**config.mk**
```make
export PLATFORM = sky130hd
export DESIGN_NAME = laser_feeder
export DESIGN_NICKNAME = d
export VERILOG_FILES = /design/src/rtl/laser_pkg.sv /design/src/rtl/laser_pt_buf.sv /design/src/rtl/laser_feeder.sv
export SDC_FILE = /design/constraint.sdc
export NUM_CORES = 1
export LEC_CHECK = 0
export CAP_MARGIN = 20
export CORE_ASPECT_RATIO = 0.5
export CORE_MARGIN = 4
export CORE_UTILIZATION = 60
export CTS_CLUSTER_SIZE = 16
export DETAILED_ROUTE_END_ITERATION = 6
export PLACE_DENSITY = 0.79
export SETUP_SLACK_MARGIN = 0.4
export SLEW_MARGIN = 20
export SYNTH_ARGS = -nofsm -noshare
export SYNTH_HDL_FRONTEND = slang
export SYNTH_SLANG_ARGS = --single-unit
```
**constraint.sdc**
```tcl
create_clock -name CLK -period 3.9 [get_ports CLK]
set_clock_uncertainty 0.15 [all_clocks]
set_input_delay 0.78 -clock CLK [delete_from_list [all_inputs] [get_ports CLK]]
set_output_delay 0.78 -clock CLK [all_outputs]
set_load 0.01 [all_outputs]
```
**src/rtl/laser_pkg.sv**
```systemverilog
// Shared types and sizes for the LASER engine host-side interface.
package laser_pkg;
    localparam int LASER_NPTS = 40;
    localparam int LASER_CW   = 4;

    typedef struct packed {
        logic [LASER_CW-1:0] x;
        logic [LASER_CW-1:0] y;
    } laser_pt_t;

    typedef struct packed {
        logic [LASER_CW-1:0] c1x;
        logic [LASER_CW-1:0] c1y;
        logic [LASER_CW-1:0] c2x;
        logic [LASER_CW-1:0] c2y;
    } laser_res_t;

    typedef enum logic {ST_WAIT, ST_SEND} laser_st_t;
endpackage

```
**src/rtl/laser_pt_buf.sv**
```systemverilog
// One-frame point buffer: sequential writes from the host, random read by the streamer.
module laser_pt_buf
    import laser_pkg::*;
#(
    parameter int NPTS = LASER_NPTS,
    localparam int AW  = $clog2(NPTS + 1)
) (
    input  logic          CLK,
    input  logic          RST,
    input  logic          wr_en,
    input  laser_pt_t     wr_pt,
    input  logic          clr,
    input  logic [AW-1:0] rd_idx,
    output laser_pt_t     rd_pt,
    output logic          full
);
    laser_pt_t     mem [NPTS];
    logic [AW-1:0] wr_cnt;

    assign full  = (wr_cnt == AW'(NPTS));
    assign rd_pt = mem[rd_idx];

    always_ff @(posedge CLK or posedge RST) begin
        if (RST)
            wr_cnt <= '0;
        else if (clr)
            wr_cnt <= '0;
        else if (wr_en && !full)
            wr_cnt <= wr_cnt + 1'b1;
    end

    // Storage is not reset; wr_cnt alone says what is valid.
    always_ff @(posedge CLK) begin
        if (wr_en && !full)
            mem[wr_cnt] <= wr_pt;
    end
endmodule

```
**src/rtl/laser_feeder.sv**
```systemverilog
// Streams a buffered 40-point frame into the LASER engine after each DONE and returns its centres.
// Optional watchdog on a missing DONE: define LASER_FEEDER_WDOG_EN.
module laser_feeder
    import laser_pkg::*;
#(
    parameter int NPTS    = LASER_NPTS,
    parameter int TMO_CYC = 4096
) (
    input  logic                CLK,
    input  logic                RST,
    input  logic                in_valid,
    output logic                in_ready,
    input  logic [LASER_CW-1:0] in_x,
    input  logic [LASER_CW-1:0] in_y,
    output logic [LASER_CW-1:0] X,
    output logic [LASER_CW-1:0] Y,
    input  logic                DONE,
    input  logic [LASER_CW-1:0] C1X,
    input  logic [LASER_CW-1:0] C1Y,
    input  logic [LASER_CW-1:0] C2X,
    input  logic [LASER_CW-1:0] C2Y,
    output logic                out_valid,
    input  logic                out_ready,
    output logic [LASER_CW-1:0] out_c1x,
    output logic [LASER_CW-1:0] out_c1y,
    output logic [LASER_CW-1:0] out_c2x,
    output logic [LASER_CW-1:0] out_c2y,
    output logic                busy,
    output logic                wdog_err
);
    localparam int AW = $clog2(NPTS + 1);

    laser_st_t     state, state_nx;
    logic [AW-1:0] rd_cnt, rd_idx;
    logic          cur_real, pend_real;
    logic          win, last, real_go, capture, wdog_to, full;
    laser_pt_t     rd_pt;
    laser_res_t    out_res;

    laser_pt_buf #(.NPTS(NPTS)) u_buf (
        .CLK    (CLK),
        .RST    (RST),
        .wr_en  (in_valid && in_ready),
        .wr_pt  ('{x: in_x, y: in_y}),
        .clr    (last && cur_real),
        .rd_idx (rd_idx),
        .rd_pt  (rd_pt),
        .full   (full)
    );

    assign in_ready = !full && (state != ST_SEND);
    assign busy     = (state == ST_SEND);

    always_ff @(posedge CLK or posedge RST) begin
        if (RST) state <= ST_WAIT;
        else     state <= state_nx;
    end

    always_comb begin
        state_nx = state;
        win      = 1'b0;
        last     = 1'b0;
        case (state)
            ST_WAIT: if (DONE) begin
                win      = 1'b1;
                state_nx = ST_SEND;
            end
            ST_SEND: if (rd_cnt == AW'(NPTS - 1)) begin
                last     = 1'b1;
                state_nx = ST_WAIT;
            end
            default: state_nx = ST_WAIT;
        endcase
        // out_valid here is the pre-capture value, so an accept this cycle frees the slot
        real_go = full && (!out_valid || out_ready);
        capture = win && pend_real;
        // X/Y are registered, so fetch one point ahead of the one on the wire
        rd_idx  = win ? '0 : rd_cnt + 1'b1;
    end

    always_ff @(posedge CLK or posedge RST) begin
        if (RST) begin
            rd_cnt   <= '0;
            cur_real <= 1'b0;
            X        <= '0;
            Y        <= '0;
        end else if (win) begin
            rd_cnt   <= '0;
            cur_real <= real_go;
            X        <= real_go ? rd_pt.x : '0;
            Y        <= real_go ? rd_pt.y : '0;
        end else if (last) begin
            rd_cnt   <= '0;
            X        <= '0;
            Y        <= '0;
        end else if (state == ST_SEND) begin
            rd_cnt   <= rd_cnt + 1'b1;
            X        <= cur_real ? rd_pt.x : '0;
            Y        <= cur_real ? rd_pt.y : '0;
        end
    end

    always_ff @(posedge CLK or posedge RST) begin
        if (RST) begin
            pend_real <= 1'b0;
            out_valid <= 1'b0;
            out_res   <= '0;
        end else begin
            if (capture || wdog_to)
                pend_real <= 1'b0;
            else if (last)
                pend_real <= cur_real;
            if (capture) begin
                out_res   <= '{c1x: C1X, c1y: C1Y, c2x: C2X, c2y: C2Y};
                out_valid <= 1'b1;
            end else if (out_valid && out_ready) begin
                out_valid <= 1'b0;
            end
        end
    end

    assign out_c1x = out_res.c1x;
    assign out_c1y = out_res.c1y;
    assign out_c2x = out_res.c2x;
    assign out_c2y = out_res.c2y;

`ifdef LASER_FEEDER_WDOG_EN
    logic [15:0] wdog_cnt;

    assign wdog_to = (state == ST_WAIT) && pend_real && !DONE && (wdog_cnt == 16'(TMO_CYC - 1));

    always_ff @(posedge CLK or posedge RST) begin
        if (RST) begin
            wdog_cnt <= '0;
            wdog_err <= 1'b0;
        end else begin
            if (DONE || wdog_to)
                wdog_cnt <= '0;
            else if ((state == ST_WAIT) && pend_real)
                wdog_cnt <= wdog_cnt + 16'd1;
            if (wdog_to)
                wdog_err <= 1'b1;
        end
    end
`else
    logic unused_tmo;
    assign unused_tmo = ^32'(TMO_CYC);
    assign wdog_to    = 1'b0;
    assign wdog_err   = 1'b0;
`endif
endmodule
```
# Word level (Yosys, flattened, before mapping)
# Memories as Yosys holds them, arrays and structs flattened.
# Index checks and enable logic that the tools add are counted.
classes:
  reduce_logical: 14
  eq_ne: 2
  muxes: 28
  bitwise_logic: 1
  add_sub_neg: 2
op_table:
  columns: ["op", "count"]
  rows:
  - ["$mux W4", 10]
  - ["$mux W6", 6]
  - ["$add A6 B1 Y6 const B", 2]
  - ["$eq A6 B6 Y1 const B", 2]
  - ["$mux W1", 11]
  - ["$logic_and A1 B1 Y1", 7]
  - ["$reduce_bool A2 Y1", 3]
  - ["$reduce_bool A3 Y1", 1]
  - ["$logic_not A1 Y1", 2]
  - ["$pmux W1 S2", 1]
  - ["$logic_or A1 B1 Y1", 1]
  - ["$not A1 Y1", 1]
word_totals:
  memories: 1
  word_cells: 60
  regBits: 40
  ram_bits: 320
memory_table:
  columns: ["memory", "words", "word_bits", "rd", "rd_clocked_by_memory_dff", "wr", "line", "rtl"]
  rows:
  - ["u_buf.mem", 40, 8, 1, 0, 1, "laser_pt_buf.sv:17", "laser_pt_t mem [NPTS];"]

# Depth between registers and ports, before layout
# An unclocked memory read counts as a cell.
logic_depth:
  word_depth: 8
  ltp_mapped: 10
  ltp_nobuf: 8

# Cells and area by module
# From an unflattened synthesis, not the netlist that was laid out.
unflattened:
  hier_cells: 837
  area_unflattened_um2: 14565.2
modules_own_cells:
  columns: ["mod", "seq_area_each_um2", "instances", "area_each_um2", "cells_per_inst"]
  rows:
  - ["laser_pt_buf", 9759.4, 1, 13097.6, 716]
  - ["laser_feeder", 850.8, 1, 1467.7, 121]

# Worst setup path after synthesis
# Ideal clock, no wire load.
synth_path:
  kind: "register to register"
  from: "register u_buf.wr_cnt[0]"
  to: "memory u_buf.mem[36][0] in the netlist's numbering, enable pin"
  path_slack_ns: 0.930
  period_less_slack_ns: 2.970
  t_arrival_ns: 2.422
  stages_incl_launch_ff: 7
  path_buffers: 0
  path_cell_list: "dfrtp_1 inv_1 ha_1 nor4bb_1 a21oi_2 nand4_1 nor4b_1"
synth_between:
  elab_chain_cells: 7
synth_rtl:
  columns: ["element", "line", "rtl"]
  rows:
  - ["from (decl)", "laser_pt_buf.sv:18", "logic [AW-1:0] wr_cnt;"]
  - ["from (signal assigned)", "laser_pt_buf.sv:29", "wr_cnt <= wr_cnt + 1'b1;"]
  - ["$eq A6 B6 Y1", "laser_pt_buf.sv:20", "assign full = (wr_cnt == AW'(NPTS));"]
  - ["$logic_not A1 Y1", "laser_feeder.sv:51", "assign in_ready = !full && (state != ST_SEND);"]
  - ["$logic_and A1 B1 Y1", "laser_feeder.sv:51", null]
  - ["via in_ready", "laser_feeder.sv:12", "output logic in_ready,"]
  - ["$logic_and A1 B1 Y1", "laser_feeder.sv:43", ".wr_en (in_valid && in_ready),"]
  - ["$logic_and A1 B1 Y1", "laser_pt_buf.sv:34", "if (wr_en && !full)"]
  - ["$mux W1", "laser_pt_buf.sv:34", null]
  - ["$mux W1 (not written as such)", "laser_pt_buf.sv:35", "mem[wr_cnt] <= wr_pt;"]
  - ["to (decl)", "laser_pt_buf.sv:17", null]
# The timed path passes the listed nets, and every way through them passes these cells.

# Worst setup path in the final report
layout_path:
  from: "register u_buf.wr_cnt[0]"
  to: "output port in_ready"
layout_between:
  elab_chain_cells: 3
layout_rtl:
  columns: ["element", "line"]
  rows:
  - ["$eq A6 B6 Y1", "laser_pt_buf.sv:20"]
  - ["$logic_not A1 Y1", "laser_feeder.sv:51"]
  - ["$logic_and A1 B1 Y1", "laser_feeder.sv:51"]
  - ["to (decl)", "laser_feeder.sv:12"]
# Every way passes these cells.

==> flow_summary_export.csv <==
group,metric,value,unit
grt,gr-total-overflow,0,
place,dp_worst_setup_slack,0.324,ns
timing,setup_violations,0,
synthesis,ys_seq_area_frac,0.698,
synthesis,synth_warnings,0,
run,maxCapViolations,0,
drt,drc_errors,0,
worst_setup_path,crit_buf_inv,2,
floorplan,dieArea,28100,um^2
cts,cts_buffer_depth,3,
place,place_area,16400,um^2
hold_path,min_path_cells,1,
drt,firstDrtPassIters,5,
cts,clk_latency,0.58,ns
grt,first_global_vias,9384,
drt,viasPerCell,6.62,
synthesis,synth_most_common_cell,"edfxtp_1",
layout,layout.nets,1129,
hold_path,hold_path.class,"reg -> reg",
status,status,"complete, no violations",
place,gp_congestion,1.02,
layout,layout-drive-gt1-share,0.164,
drt,drt_iter0_drc,1461,
power,vdd_drop_max,0.000591,V
cts,numCtsBuffers,31,
timing,slew_violations,0,
layout,regArea,10600,um^2
synthesis,yosysTopAreaCell,"edfxtp_1",
grt,grt_pass1_wl,60.4,mm
timing,slew_headroom,0.428,
layout,final_core_util,0.711,
layout,area_growth,14.3,%
synthesis,avgSynthCellArea,15.1,um^2
synthesis,ys_ff_latch,360,
timing,fin_crit,3.42,ns
timing,worst_slack,0.480,ns
worst_setup_path,crit_chain,"inv_1 -> ha_1 -> nor4bb_4 -> a21oi_4 -> clkdlybuf4s50_1",
power,power,12.4,mW
worst_setup_path,worstPathRequired,2.97,ns
drt,routedWlPerCell,27.5,um
cts,root_buffer,"clkbuf_16",
drt,drtAntennaViolNets,0,
layout,nFillCells,1590,
timing,holdWs,0.359,ns
worst_setup_path,reg2reg_depth,7,
place,portBuffers,55,
cts,cts_sinks,360,
floorplan,row_count,40,
timing,tightest_slew,0.855,ns
synthesis,synth_cell_types,72,
timing,fin_tns_setup,0,ns
worst_setup_path,critPathKind,"reg -> out",
cts,cts_tree,"yes",
synthesis,synth_top_area_share,0.633,
place,post-dp-hpwl,26.1,mm
worst_setup_path,cp_top_family,"buffers and inverters",
timing,fmax,292,MHz
timing,hold_viol,0,
floorplan,die_w,233,um
timing,grt_setup_unrepaired,"no",
place,dp.cells,1400,
grt,track_usage,0.292,
cts,htreeDepth,1,
worst_setup_path,worstPathMaxFanout,7,
cts,clkTransAtPathRegs,0.07,ns
floorplan,ios,57,
drt,vias,9650,
timing,finalCritPeriodShare,0.877,
hold_path,holdCritStartpoint,"out_c1x[1]",
layout,fin_cells,1457,
worst_setup_path,r2r_end,"u_buf.mem[0][6]",
synthesis,netlist_instances,1007,
floorplan,die_y,121,um
layout,fin_area,17400,um^2
worst_setup_path,start_kind,"flip-flop",
worst_setup_path,endpoint_kind,"primary output",
synthesis,synthesis.area,15200,um^2
synthesis,syn-num-nets,1039,
synthesis,async_flop_share,0.111,
worst_setup_path,max_stage_delay,0.61,ns
power,power_density,715,nW/um^2
grt,antenna_found_initial,0,
synthesis,yosys-top-cells-count,"edfxtp_1 (320), nor2_1 (71), nand2_1 (57)",
cts,cts_hold_buf,0,
grt,grt_max_degree,148,
layout,multi_input_area,4260,um^2
hold_path,hold_end,"out_c1x[1]",
worst_setup_path,r2r-start,"u_buf.wr_cnt[0]",
drt,drt_wl_total,40.1,mm
worst_setup_path,rrSetupSlack,0.68,ns
synthesis,ys.flop_type,"edfxtp_1",
floorplan,core_area,24400,um^2
synthesis,synth.area.top_cells,"edfxtp_1 (63%), dfrtp_1 (6.6%), mux4_2 (4.0%)",
synthesis,synth_edf_count,320,
worst_setup_path,cp_slowest_cell,"clkdlybuf4s50_1",
power,p_leak,5.97,nW
worst_setup_path,arrival,2.49,ns
floorplan,start_util,0.622,
-- cell usage in the layout, fill, tap and decap left out, types with 3 or more instances in the layout --
cell / n
edfxtp_1: 320
nor2_1: 71
buf_4: 62
nand2_1: 57
clkdlybuf4s50_1: 55
nand2b_1: 47
mux2i_1: 45
dfrtp_1: 39
a21oi_1: 36
clkbuf_16: 31
o21ai_0: 30
mux2_2: 29
mux4_2: 27
nor2b_1: 19
o31ai_1: 19
inv_1: 14
a221oi_1: 14
or3_1: 13
nor3_1: 13
o22ai_1: 11
nand3_1: 11
a211oi_1: 11
o211ai_1: 9
o221ai_1: 8
a22o_1: 8
clkbuf_1: 8
and2_1: 7
a221o_1: 6
clkinv_1: 6
o311ai_0: 5
a22oi_1: 5
nor4_1: 5
xor2_1: 4
a2111oi_0: 4
clkinv_2: 4
and3_1: 3
o21a_1: 3
nand4_1: 3
and4b_1: 3
or2_2: 3
-- power by group --
group	switching [mW]	internal, mW	total [mW]
clock network	1.38	1.60	2.97
registers	0.158	4.29	4.45
logic	3.10	1.90	5.00
total	4.63	7.79	12.4
-- how the worst max path moves through the flow --
stage	cells after the start	from	slack [ns]	endpoint
after floorplan	6	u_buf.wr_cnt[0]	0.93	u_buf.mem[36][0]
after global placement	6	DONE	0.34	X[1]
after detailed placement	6	DONE	0.32	X[1]
after CTS	5	u_buf.wr_cnt[0]	0.42	in_ready
after global routing	5	u_buf.wr_cnt[0]	0.41	in_ready
final	5	u_buf.wr_cnt[0]	0.48	in_ready
-- kinds of logic after synthesis --
logic type               share of synthesized area
flip-flops                                   0.698
AND/OR/NAND/NOR                             0.0909
AO/OA/AOI/OAI                               0.0877
multiplexers                                0.0912
buffers and inverters                       0.0240
XOR/XNOR                                   0.00502
adder cells (fa/ha/maj)                    0.00247
other                                     0.000247
-- cell type report --
type | count | share of cell area
timing repair buffer | 119 | 0.0608
antenna | 2 | 0.000288
inverter | 15 | 0.00324
clock inverter | 16 | 0.00800
sequential | 360 | 0.611
tap | 336 | 0.0242
clock buffer | 39 | 0.0464
multi-input combinational | 570 | 0.246
-- registers in the layout, indices dropped and copies added (netlist names) --
signal,count
u_buf.mem,320
rd_cnt,6
u_buf.wr_cnt,6
X,4
Y,4
out_c1x,4
out_c1y,4
out_c2x,4
out_c2y,4
busy,1
cur_real,1
out_valid,1
pend_real,1
-- layer usage --
metal  wire, um  vias to the layer above  GRT usage  share of wire
li1           -                     4083          -              -
met1      16300                     4890      0.439           0.41
met2      18000                      602      0.437           0.45
met3       4990                       75     0.0831           0.12
met4        802                        0     0.0563          0.020
met5          0                        -          0              0
-- timing repair --
action | in CTS | in global routing
setup endpoints to repair | 1 | 1
gates resized for setup | 1 | 2
cloned | 0 | 0
pin swaps | 0 | 1
buffers inserted | 0 | 0
Note: power is estimated with default switching activity, not from simulation.
